===== src/rtl/mem_access_unit.sv =====
// mem_access_unit
// Data-memory access engine for LW/LH/LB/SW/SH/SB. It takes one request at a
// time, runs a request/acknowledge transaction on a word-wide memory port,
// and returns sign- or zero-extended load data. Sub-word stores are done as a
// read-modify-write so the untouched byte lanes of the word are preserved.
//
// Ports
//   Clk, Rst             clock, asynchronous active-low reset
//   Req                  request strobe, only sampled in IDLE
//   MemRead, MemWrite    load / store request
//   Size                 00 word, 01 half, 10 byte, 11 illegal
//   SignExt              loads: 1 sign-extend, 0 zero-extend
//   Address, WriteData   byte address and store data
//   Busy, Done, Err      status; Err is qualified by the one-cycle Done
//   ReadData             extended load result, held until the next load
//   MemAddr              word address = Address[ADDR_W+1:2]
//   MemRdEn, MemWrEn     memory read / write request
//   MemWData             memory write data
//   MemRData, MemAck     memory read data and acknowledge
module mem_access_unit #(
    parameter int ADDR_W  = 10,
    parameter int TIMEOUT = 15
) (
    input  logic              Clk,
    input  logic              Rst,
    input  logic              Req,
    input  logic              MemRead,
    input  logic              MemWrite,
    input  logic [1:0]        Size,
    input  logic              SignExt,
    input  logic [31:0]       Address,
    input  logic [31:0]       WriteData,
    output logic              Busy,
    output logic              Done,
    output logic              Err,
    output logic [31:0]       ReadData,
    output logic [ADDR_W-1:0] MemAddr,
    output logic              MemRdEn,
    output logic              MemWrEn,
    output logic [31:0]       MemWData,
    input  logic [31:0]       MemRData,
    input  logic              MemAck
);

    localparam logic [2:0] S_IDLE   = 3'd0;
    localparam logic [2:0] S_RD     = 3'd1;
    localparam logic [2:0] S_WR     = 3'd2;
    localparam logic [2:0] S_RMW_RD = 3'd3;
    localparam logic [2:0] S_RMW_WR = 3'd4;
    localparam logic [2:0] S_FIN    = 3'd5;

    localparam int              CNT_W   = $clog2(TIMEOUT + 1);
    localparam logic [CNT_W-1:0] TO_LAST = CNT_W'(TIMEOUT - 1);

    logic [2:0]       state;
    logic [CNT_W-1:0] cnt;
    logic [1:0]       lane_q;
    logic [1:0]       size_q;
    logic             sext_q;
    logic [31:0]      wdata_q;
    logic             err_q;

    logic        bad_req;
    logic        to_hit;
    logic [7:0]  byte_v;
    logic [15:0] half_v;
    logic [31:0] load_v;
    logic [31:0] merge_v;

    // Upper address bits are outside the memory port's reach.
    logic unused_addr_hi;
    assign unused_addr_hi = ^Address[31:ADDR_W+2];

    assign bad_req = (MemRead && MemWrite) || (Size == 2'b11) ||
                     (Size == 2'b00 && Address[1:0] != 2'b00) ||
                     (Size == 2'b01 && Address[0]);

    // A missing ack on the cycle where cnt already holds TIMEOUT-1 means the
    // enable has been up for TIMEOUT cycles.
    assign to_hit = (cnt == TO_LAST);

    always_comb begin
        byte_v = MemRData[{lane_q, 3'b000} +: 8];
        half_v = lane_q[1] ? MemRData[31:16] : MemRData[15:0];
        case (size_q)
            2'b00:   load_v = MemRData;
            2'b01:   load_v = {{16{sext_q & half_v[15]}}, half_v};
            default: load_v = {{24{sext_q & byte_v[7]}}, byte_v};
        endcase

        merge_v = MemRData;
        if (size_q == 2'b01) begin
            if (lane_q[1]) merge_v[31:16] = wdata_q[15:0];
            else           merge_v[15:0]  = wdata_q[15:0];
        end else begin
            merge_v[{lane_q, 3'b000} +: 8] = wdata_q[7:0];
        end
    end

    always_ff @(posedge Clk or negedge Rst) begin
        if (!Rst) begin
            state    <= S_IDLE;
            cnt      <= '0;
            lane_q   <= '0;
            size_q   <= '0;
            sext_q   <= 1'b0;
            wdata_q  <= '0;
            err_q    <= 1'b0;
            Busy     <= 1'b0;
            Done     <= 1'b0;
            Err      <= 1'b0;
            ReadData <= '0;
            MemAddr  <= '0;
            MemRdEn  <= 1'b0;
            MemWrEn  <= 1'b0;
            MemWData <= '0;
        end else begin
            Done <= 1'b0;
            Err  <= 1'b0;
            case (state)
                S_IDLE: begin
                    // Busy is still high here during the Done cycle; it drops
                    // with Done unless a new request is taken at this edge.
                    Busy <= 1'b0;
                    if (Req && (MemRead || MemWrite)) begin
                        Busy    <= 1'b1;
                        lane_q  <= Address[1:0];
                        size_q  <= Size;
                        sext_q  <= SignExt;
                        wdata_q <= WriteData;
                        cnt     <= '0;
                        if (bad_req) begin
                            err_q <= 1'b1;
                            state <= S_FIN;
                        end else begin
                            err_q   <= 1'b0;
                            MemAddr <= Address[ADDR_W+1:2];
                            if (MemRead) begin
                                MemRdEn <= 1'b1;
                                state   <= S_RD;
                            end else if (Size == 2'b00) begin
                                MemWrEn  <= 1'b1;
                                MemWData <= WriteData;
                                state    <= S_WR;
                            end else begin
                                MemRdEn <= 1'b1;
                                state   <= S_RMW_RD;
                            end
                        end
                    end
                end

                S_RD: begin
                    if (MemAck) begin
                        MemRdEn  <= 1'b0;
                        ReadData <= load_v;
                        state    <= S_FIN;
                    end else if (to_hit) begin
                        MemRdEn <= 1'b0;
                        err_q   <= 1'b1;
                        state   <= S_FIN;
                    end else begin
                        cnt <= cnt + CNT_W'(1);
                    end
                end

                S_RMW_RD: begin
                    if (MemAck) begin
                        MemRdEn  <= 1'b0;
                        MemWrEn  <= 1'b1;
                        MemWData <= merge_v;
                        cnt      <= '0;
                        state    <= S_RMW_WR;
                    end else if (to_hit) begin
                        MemRdEn <= 1'b0;
                        err_q   <= 1'b1;
                        state   <= S_FIN;
                    end else begin
                        cnt <= cnt + CNT_W'(1);
                    end
                end

                S_WR, S_RMW_WR: begin
                    if (MemAck) begin
                        MemWrEn <= 1'b0;
                        state   <= S_FIN;
                    end else if (to_hit) begin
                        MemWrEn <= 1'b0;
                        err_q   <= 1'b1;
                        state   <= S_FIN;
                    end else begin
                        cnt <= cnt + CNT_W'(1);
                    end
                end

                S_FIN: begin
                    Done  <= 1'b1;
                    Err   <= err_q;
                    state <= S_IDLE;
                end

                default: begin
                    MemRdEn <= 1'b0;
                    MemWrEn <= 1'b0;
                    state   <= S_IDLE;
                end
            endcase
        end
    end

endmodule


===== config.mk =====
export PLATFORM = sky130hd
export DESIGN_NAME = mem_access_unit
export DESIGN_NICKNAME = d
export VERILOG_FILES = /design/src/rtl/mem_access_unit.sv
export SDC_FILE = /design/constraint.sdc
export NUM_CORES = 1
export LEC_CHECK = 0
export ABC_AREA = 0
export CAP_MARGIN = 20
export CORE_ASPECT_RATIO = 0.6
export CORE_MARGIN = 2
export CORE_UTILIZATION = 40
export DETAILED_ROUTE_END_ITERATION = 6
export PLACE_DENSITY = 0.74
export SYNTH_ARGS = -nofsm -noshare
export SYNTH_HDL_FRONTEND = slang
export SYNTH_SLANG_ARGS = --single-unit

===== constraint.sdc =====
create_clock -name Clk -period 2.7 [get_ports Clk]
set_clock_uncertainty 0.1 [all_clocks]
set_input_delay 0.27 -clock Clk [delete_from_list [all_inputs] [get_ports Clk]]
set_output_delay 0.27 -clock Clk [all_outputs]
set_load 0.005 [all_outputs]

==> results_dict.tcl <==
set metrics [dict create \
    run_status "finished, final reports clean" \
    die_h_um 99.10 \
    globalRouteMet2Util_pct 35.42 \
    cts_buffers 9 \
    cts_resized 0 \
    synth_area_leaders "dfrtp_1 (45%), mux2i_1 (8.0%), mux2_2 (5.4%)" \
    fin_util_pct 56.38 \
    ant_nets 0 \
    total_power_w 0.009249 \
    track_usage_pct 24.53 \
    vias 5579 \
    gp_congestion 0.8610 \
    synth_cells 599 \
    intPower_w 0.005693 \
    fin_setup_tns_ns 0 \
    post_drt_wl_per_cell_um 20.82 \
    clock_latency_ns 0.35 \
    grt_pass1_wl_mm 30.28 \
    rsz0062_at_grt "no" \
    rows 34 \
    ir_drop_mv 0.4333 \
    setup_viol 0 \
    grt_busiest_layer "met1" \
    ys_warn_count 0 \
    clockRootBuffer "clkbuf_16" \
    r2r_cells 6 \
    synth_top_area_share_pct 44.82 \
    synth-seq-cells 108 \
    max_freq_ghz 0.4010 \
    p_sw_share_pct 38.45 \
    synth-edff-count 0 \
    met3_usage_pct 7.465 \
    p_leak_nw 3.363 \
    fill_cells 1257 \
    min_path_type "reg2reg" \
    p_clk_share_pct 14.9 \
    dieArea_um2 16100 \
    diodes 0 \
    cts_sinks 108 \
    via_per_inst 5.860 \
    htreeDepth 3 \
    routed_wl_mm 19.82 \
    portBuffers 163 \
    post_dp_cell_area_um2 7905 \
    initial_core_util_pct 41.32 \
    synth_ff_type "dfrtp_1" \
    clk_pin_slew_ns 0.07 \
    grt_util_met1_pct 35.95 \
    dpl_worst_slack_ns 0.2018 \
    num_io_pins 184 \
    cp-end-kind "register" \
    grt_pass1_vias 5417 \
    worstMarginPinSlew_ns 0.9288 \
    async_reset_ff_share_pct 100.0 \
    drv_cap 0 \
    cts_tree "done" \
    slew_violations 0 \
    p_per_area_nw_per_um2 1124 \
    drtIter0Drc 526 \
    pwr-share-seq_pct 33.9 \
    final_nets 861 \
    rr_startpoint "lane_q[0]" \
    syn_nets 711 \
    antenna_found_initial 0 \
    avgSynthCellArea_um2 10.07 \
    syn_to_final_growth_pct 36.44 \
    coreArea_um2 14590 \
    clockBufferDepth 2 \
    netlist_area_um2 6030 \
    synth_cell_types 49 \
    dp_hpwl_mm 14.65 \
    p_comb_share_pct 51.2 \
    fin_crit_sh_pct 92.35 \
    drc 0 \
    fin_area_um2 8227 \
    hold_viol 0 \
    cp_max_fo 8 \
    min_period_ns 2.494 \
    fin_ws_ns 0.2064 \
    cp.arrival_ns 2.67 \
    hp-start "ReadData[13]" \
    yosysTopAreaCell "dfrtp_1" \
    critPathLaunchType "register" \
    yosysSeqAreaShare_pct 44.82 \
    critPathRequiredTime_ns 2.88 \
    die_w_um 162.5 \
    grt.overflow.total 0 \
    firstDrtPassIters 6 \
    power_switching_w 0.003556 \
    criticalPathCategory "reg2reg" \
    whs_path_depth 1 \
    max_slew_margin_pct 37.92 \
    post-cts-setup-buffers 0 \
    grt_max_degree 65 \
    startpoint "lane_q[0]" \
    drive_above_1_share_pct 12.60 \
]
state kept, by name, indices dropped and copies added, names as in the netlist, 2 cells and up:
name,flops
MemAddr,10
MemWData,32
ReadData,32
cnt,4
lane_q,2
size_q,2
state,3
wdata_q,16
repair_timing:
item                                    4_1_cts  5_1_grt
endpoints found under the setup margin        0        0
endpoints found under the hold margin        52        0
hold buffers                                  1        0
power groups by stage:
| stage | clock network (W) | registers (W) | logic, W |
|---|---|---|---|
| 5_1_grt | 0.00147 | 0.00324 | 0.00513 |
| 3_5_place_dp | 0 | 0.00314 | 0.00467 |
| 3_3_place_gp | 0 | 0.00308 | 0.00453 |
| 6_report | 0.00138 | 0.00313 | 0.00474 |
| 2_1_floorplan | 0 | 0.00297 | 0.00260 |
| 4_1_cts | 0.00140 | 0.00313 | 0.00471 |
stage by stage:
step	hold WS [ns]	cells
after floorplan	-0.1256	599
after global placement	0.2468	935
after detailed placement	0.2562	935
after CTS	0.4009	952
after global routing	0.4187	952
final	0.3954	952
cell families (layout without fill, tap and decap cells):
kind of cell,Yosys count,after routing,share of synthesized area (%)
and+or+nand+nor,146,146,10.75
DFF,108,108,44.82
adders and majority gates,7,7,1.453
muxes,77,77,13.38
buffers and inverters,56,211,4.461
AOI/OAI and AO/OA,205,205,25.13
critical path, stage by stage (launching register included):
cell,delay (ns)
dfrtp_1,0.45
inv_1,0.16
ha_1,0.39
nor4b_2,0.82
a221o_1,0.28
a22oi_1,0.07
a21oi_1,0.15
cell usage after synthesis (2+ instances only):
| cell | instances |
|---|---|
| mux2i_1 | 48 |
| a221o_1 | 18 |
| and2_1 | 4 |
| and3_1 | 2 |
| o211ai_1 | 14 |
| nand3_1 | 7 |
| inv_1 | 8 |
| clkbuf_1 | 24 |
| o21a_1 | 16 |
| nor3_1 | 6 |
| o21ai_0 | 8 |
| a21oi_2 | 17 |
| a31oi_1 | 16 |
| buf_2 | 11 |
| a221oi_1 | 14 |
| o22ai_1 | 2 |
| a222oi_1 | 7 |
| buf_4 | 2 |
| nand2_1 | 45 |
| buf_1 | 5 |
| and4_1 | 2 |
| nor2_1 | 63 |
| nand2b_1 | 4 |
| ha_1 | 7 |
| or3_1 | 2 |
| mux2_2 | 29 |
| a211o_1 | 15 |
| nor2b_1 | 3 |
| a22oi_1 | 19 |
| buf_6 | 5 |
| a21boi_0 | 2 |
| dfrtp_1 | 108 |
| a21oi_1 | 50 |
metal layers:
metal  up-vias  part of all wire [%]
li1       2535                     -
met1      2700                    46
met2       314                    41
met3        30                    12
met4         0                   1.4
met5         -                     0
layout by cell type, fill, tap and decap left out, drive strengths merged, types with 14 or more instances in the layout:
cell type / netlist / layout
clkdlybuf4s50: 0 / 162
dfrtp: 108 / 108
a21oi: 67 / 67
nor2: 64 / 64
mux2i: 48 / 48
nand2: 45 / 45
mux2: 29 / 29
buf: 23 / 23
a22oi: 19 / 19
a221o: 18 / 18
o21a: 17 / 17
a31oi: 16 / 16
a211o: 15 / 15
o211ai: 14 / 14
a221oi: 14 / 14
area by class of cell:
cell class | instances | area, µm² | share of cell area (%)
Clock buffer | 10 | 239.0 | 2.905
Clock inverter | 6 | 72.57 | 0.8821
Inverter | 9 | 33.78 | 0.4106
Multi-Input combinational cell | 435 | 3075 | 37.38
Sequential cell | 108 | 2704 | 32.87
Tap cell | 198 | 247.7 | 3.011
Timing Repair Buffer | 186 | 1854 | 22.54
final timing paths:
path / endpoint / slack (ns)
max reg2reg: MemWData[30] / 0.21
min reg2reg: ReadData[13] / 0.40
max: MemWData[30] / 0.21
max in group asynchronous: lane_q[1] / 1.32
min: ReadData[13] / 0.40
min in group asynchronous: MemAddr[9] / 0.41
No activity file was read; power rests on OpenSTA's default activity.
